### config.mk
export PLATFORM = sky130hd
export DESIGN_NAME = stream_unary_and_reducer
export DESIGN_NICKNAME = d
export VERILOG_FILES = /design/src/rtl/stream_unary_and_pkg.sv /design/src/rtl/BehavioralUnaryAND.sv /design/src/rtl/stream_unary_and_reducer.sv
export SDC_FILE = /design/constraint.sdc
export NUM_CORES = 1
export LEC_CHECK = 0
export CAP_MARGIN = 20
export CORE_MARGIN = 8
export CORE_UTILIZATION = 45
export DETAILED_ROUTE_END_ITERATION = 16
export PLACE_DENSITY_LB_ADDON = 0.12
export SLEW_MARGIN = 0
export SYNTH_ARGS = -nofsm -noshare
export SYNTH_HDL_FRONTEND = slang
export SYNTH_HIERARCHICAL = 1
export SYNTH_SLANG_ARGS = --single-unit
### constraint.sdc
create_clock -name clk -period 1.7 [get_ports clk]
set_clock_uncertainty 0.15 [all_clocks]
set_input_delay 0.34 -clock clk [delete_from_list [all_inputs] [get_ports clk]]
set_output_delay 0.34 -clock clk [all_outputs]
set_load 0.05 [all_outputs]
### src/rtl/stream_unary_and_pkg.sv
// Shared types and helpers for the streaming unary-AND packet reducer.
package stream_unary_and_pkg;

    typedef enum logic {
        ACCUM = 1'b0,
        HOLD  = 1'b1
    } state_t;

    // Width needed to hold a beat count from 0 to max_beats inclusive.
    function automatic int unsigned cw_of(input int unsigned max_beats);
        return $clog2(max_beats + 1);
    endfunction

endpackage

### src/rtl/BehavioralUnaryAND.sv
// Per-beat unary AND: one bit that is set only when every bit of the beat is set.
module BehavioralUnaryAND #(
    parameter int unsigned N = 8
) (
    input  logic [N-1:0] s_data,
    output logic         and_out
);

    always_comb begin
        and_out = &s_data;
    end

endmodule

### src/rtl/stream_unary_and_reducer.sv
// Packet-level AND reduction over a valid/ready beat stream; one result per packet.
// Optional first-zero beat index output enabled by STREAM_UNARY_AND_FIRST_ZERO_EN.
module stream_unary_and_reducer
    import stream_unary_and_pkg::*;
#(
    parameter int unsigned N         = 8,
    parameter int unsigned MAX_BEATS = 16,
    localparam int unsigned CW       = cw_of(MAX_BEATS)
) (
    input  logic          clk,
    input  logic          rst_n,
    input  logic          s_valid,
    output logic          s_ready,
    input  logic [N-1:0]  s_data,
    input  logic          s_last,
    output logic          m_valid,
    input  logic          m_ready,
    output logic          m_result,
    output logic [CW-1:0] m_beats,
`ifdef STREAM_UNARY_AND_FIRST_ZERO_EN
    output logic [CW-1:0] m_first_zero,
`endif
    output logic          m_overflow
);

    state_t        state;
    logic          beat_and;
    logic          acc;
    logic          ovf;
    logic [CW-1:0] cnt;
    logic [CW-1:0] cnt_inc;
    logic          at_max;
    logic          accept;
`ifdef STREAM_UNARY_AND_FIRST_ZERO_EN
    logic [CW-1:0] fz;
    logic          new_zero;
`endif

    BehavioralUnaryAND #(.N(N)) u_beat_and (
        .s_data  (s_data),
        .and_out (beat_and)
    );

    always_comb begin
        s_ready = (state == ACCUM);
        m_valid = (state == HOLD);
        accept  = s_valid && s_ready;
        at_max  = (cnt == CW'(MAX_BEATS));
        cnt_inc = at_max ? cnt : cnt + CW'(1);
`ifdef STREAM_UNARY_AND_FIRST_ZERO_EN
        // acc still high means no zero beat has been seen yet in this packet
        new_zero = acc && !beat_and;
`endif
    end

    always_ff @(posedge clk or negedge rst_n) begin
        if (!rst_n) begin
            state        <= ACCUM;
            acc          <= 1'b1;
            cnt          <= '0;
            ovf          <= 1'b0;
            m_result     <= 1'b0;
            m_beats      <= '0;
            m_overflow   <= 1'b0;
`ifdef STREAM_UNARY_AND_FIRST_ZERO_EN
            fz           <= '0;
            m_first_zero <= '0;
`endif
        end else begin
            case (state)
                ACCUM: begin
                    if (accept) begin
                        acc <= acc & beat_and;
                        cnt <= cnt_inc;
                        ovf <= ovf | at_max;
`ifdef STREAM_UNARY_AND_FIRST_ZERO_EN
                        if (new_zero) fz <= cnt;
`endif
                        if (s_last) begin
                            m_result   <= acc & beat_and;
                            m_beats    <= cnt_inc;
                            m_overflow <= ovf | at_max;
`ifdef STREAM_UNARY_AND_FIRST_ZERO_EN
                            m_first_zero <= new_zero ? cnt : fz;
`endif
                            state      <= HOLD;
                        end
                    end
                end
                HOLD: begin
                    if (m_ready) begin
                        state <= ACCUM;
                        acc   <= 1'b1;
                        cnt   <= '0;
                        ovf   <= 1'b0;
`ifdef STREAM_UNARY_AND_FIRST_ZERO_EN
                        fz    <= '0;
`endif
                    end
                end
            endcase
        end
    end

endmodule

==> out/results.txt, run 1 <==
Status: complete, no violations
Layout cell share with drive strength beyond 1: 0.236
Largest net degree at the start of global routing: 16
TritonRoute pass-1 iters: 3
Top-area cell type share of the netlist area: 0.464
Final period util: 0.976
Switching Fraction: 0.398
Area grow syn2layout: 51.8%
CP Class: reg2out
Fmax: 603 MHz
Crit start category: flip-flop
Worst Path Buf+Inv: 2
Clock power share: 0.134
Number of synthesized flops with an enable pin: 0
Static Leak: 0.507 nW
Mapped Cells: 76
Pwr/cell area: 1340 nW/um^2
CTS Hold Buffers Added: 0
Critical-path top delay cell: dfrtp_1
Die Span Y: 57.0 um
Peak VDD IR: 1.37 mV
Row cnt: 15
Mean area per synthesized cell: 9.94 sq um
All-Layer GR Usage: 0.102
P_sw: 0.611 mW
Fin area: 1150 sq um
PnR worst setup slack: 0.0406 ns
PostCTS Resize Cnt: 0
Post-CTS setup buffer count: 0
Largest family of logic cells by synthesized area: simple AND/OR/NAND/NOR gates
IO Port Bufs: 21
Max-slew headroom at the worst pin: 0.767
Crit. End Element: primary output
Iter 0 DRT Violations: 4
Adder-cell area share of the yosys netlist: 0.0331
First-pass GRT wire length: 2.68 mm
Seq pwr share: 0.383
XOR/XNOR Fraction of Synth Area: 0.0579
Root buffer cell: clkbuf_4
Cell Chain, Critical Path: buf_4 -> buf_12
Worst-path clk slew: 0.09 ns
Post-synthesis mux area share: 0.0281
CTS Sinks: 15
Critical Path RT: 1.21 ns
Cells taking the most area after synthesis: dfrtp_1 46%, nand2_1 6.0%, o21ai_0 4.6%, dfstp_2 3.5%, xor2_1 3.5%
Combinational share of power: 0.483
Setup_tns: 0 ns
H-tree depth: 1
Mapped Nets: 91
Clock tree buffer depth: 2
Int Power: 0.924 mW
Die ar.: 3250 sq um
Unrepaired setup endpoints after global routing: false
Core Footprint: 1650 sq um
Vias: 639
Routed wire length: 1.62 mm
Hold Crit Class: in2async
Post-DRT Antenna Nets: 0
Synth Cell Area: 756 sq um
Die width: 57.0 um
Max Transition Viols Final: 0
Synth Flop Type: dfrtp_1
Nets: 122
Hold Vio Cnt, Final: 0
DR DRC count: 0
Register bit total from synthesis: 15
WL/cell: 13.2 um
Synth Area in Compound Gates: 0.139
Min Tclk post-route: 1.66 ns
Vias in the first global route: 669
Hpwl dp: 1.31 mm
Max FO, Critical Path: 12
Tightest Pin Transition: 0.349 ns
Max_cap viols: 0
RePlAce Congestion: 0.901
Initial core utilization: 0.458
Simple-Gate Fraction of Synth Area: 0.210
CTS tree: built
Yosys Warn Count: 6
Crit. Startpoint: m_valid
Clock latency on the worst-skew pair: 0.29 ns
CTS buffer count: 3
Initial antenna violation count: 0
Top delay family on crit path: flip-flops
Crit path arrival time: 1.17 ns
I/O Pins: 22
Placed Area: 1120 sq um
Drt via density: 5.20
Crit Reg-Reg Startpoint: cnt[0]
Place WS: -0.0740 ns
Register area share after synthesis: 0.498
Inserted Diodes: 0
Largest area contributor in the netlist: dfrtp_1
Post-layout util: 0.695
Gr ovfl total: 0
Largest stage delay, worst path: 0.55 ns
Distinct cells, synth: 30
Async S/R FF share, synth: 1.00
Final setup vio count: 0
-- area by class of cell --
cell class | count | area, sq um
Fill cell | 132 | 504
Sequential cell | 15 | 377
Multi-Input combinational cell | 55 | 354
Timing Repair Buffer | 28 | 353
Clock inverter | 1 | 5.00
Inverter | 4 | 15.0
Tap cell | 17 | 21.3
Clock buffer | 3 | 22.5
-- cell families after synthesis --
logic type      count (synthesis)
xor+xnor                        5
mux                             2
simple gates                   28
buf+inv                         6
compound gates                 18
flops                          15
fa+ha+maj                       2
-- worst paths after layout --
path	slack (ns)	end	cells past startpoint
setup / recovery	0.04	m_valid	2
hold / removal	0.21	m_beats[3]	2
setup reg to reg	0.17	cnt[0]	5
hold reg to reg	0.34	acc	2
max in group asynchronous	0.94	acc	2
min in group clk	0.34	acc	2
-- layer usage --
layer  part of all wire  global-route usage
met1               0.45               0.106
met2               0.49               0.175
met3              0.032              0.0310
met4              0.027              0.0604
met5                  0                   0
-- power groups by stage --
| stage | Sequential, mW | Combinational, mW | Clock [mW] |
|---|---|---|---|
| 6_report | 0.588 | 0.741 | 0.206 |
| 5_1_grt | 0.603 | 0.791 | 0.231 |
| 4_1_cts | 0.587 | 0.750 | 0.212 |
| 3_5_place_dp | 0.594 | 0.747 | 0 |
| 3_3_place_gp | 0.590 | 0.739 | 0 |
| 2_1_floorplan | 0.735 | 0.227 | 0 |
-- flip-flops by register name (all words and copies together), names as in the netlist --
register    count
ovf             1
m_overflow      1
m_beats         5
m_valid         1
acc             1
m_result        1
cnt             5
-- cell usage after synthesis (2+ instances only) --
master and number:
xnor2_1 2, dfrtp_1 14, nand2_1 12, nand2b_1 2
inv_1 3, ha_1 2, nor2b_1 2, xor2_1 3
o21ai_1 4, nand4_1 3, buf_2 2, nor2_1 3
o21ai_0 7
-- layout by cell type (no fill, tap or decap), drive strengths merged --
master / synthesis / final
xor2: 3 / 3
or3: 1 / 1
nand2: 12 / 12
o31ai: 1 / 1
clkdlybuf4s50: 0 / 12
clkbuf: 0 / 3
o22ai: 1 / 1
nand3b: 1 / 1
a21o: 1 / 1
dfstp: 1 / 1
nand3: 2 / 2
nor2: 3 / 3
clkinv: 1 / 2
mux2: 1 / 1
a21boi: 1 / 1
nor2b: 2 / 2
ha: 2 / 2
o21ai: 11 / 11
a22o: 1 / 1
buf: 2 / 16
dfrtp: 14 / 14
inv: 3 / 3
a22oi: 1 / 1
and4bb: 1 / 1
nand4: 3 / 3
a21oi: 1 / 1
xnor2: 2 / 2
mux2i: 1 / 1
nand2b: 3 / 3
-- stage by stage --
step / std cells / total power [mW] / hold WS [ns]
after floorplan: 76 / 0.963 / -0.106
after global placement: 119 / 1.33 / 0.321
after detailed placement: 119 / 1.34 / 0.338
after CTS: 123 / 1.55 / 0.210
after global routing: 123 / 1.62 / 0.233
final: 123 / 1.54 / 0.207
(Power assumes the default switching activity.)
==> inputs of run 2 (changes only) <==
- ABC_CLOCK_PERIOD_IN_PS: not set -> 1700
- CAP_MARGIN: 20 -> not set
- CTS_CLUSTER_DIAMETER: not set -> 60
==> results of run 2 <==
Same layout as run 1: the final DEF is identical, and so are final timing and power.
==> inputs of run 3 (changes only) <==
- CAP_MARGIN: not set -> 20
==> results of run 3 <==
Same layout as run 1: the final DEF is identical, and so are final timing and power.
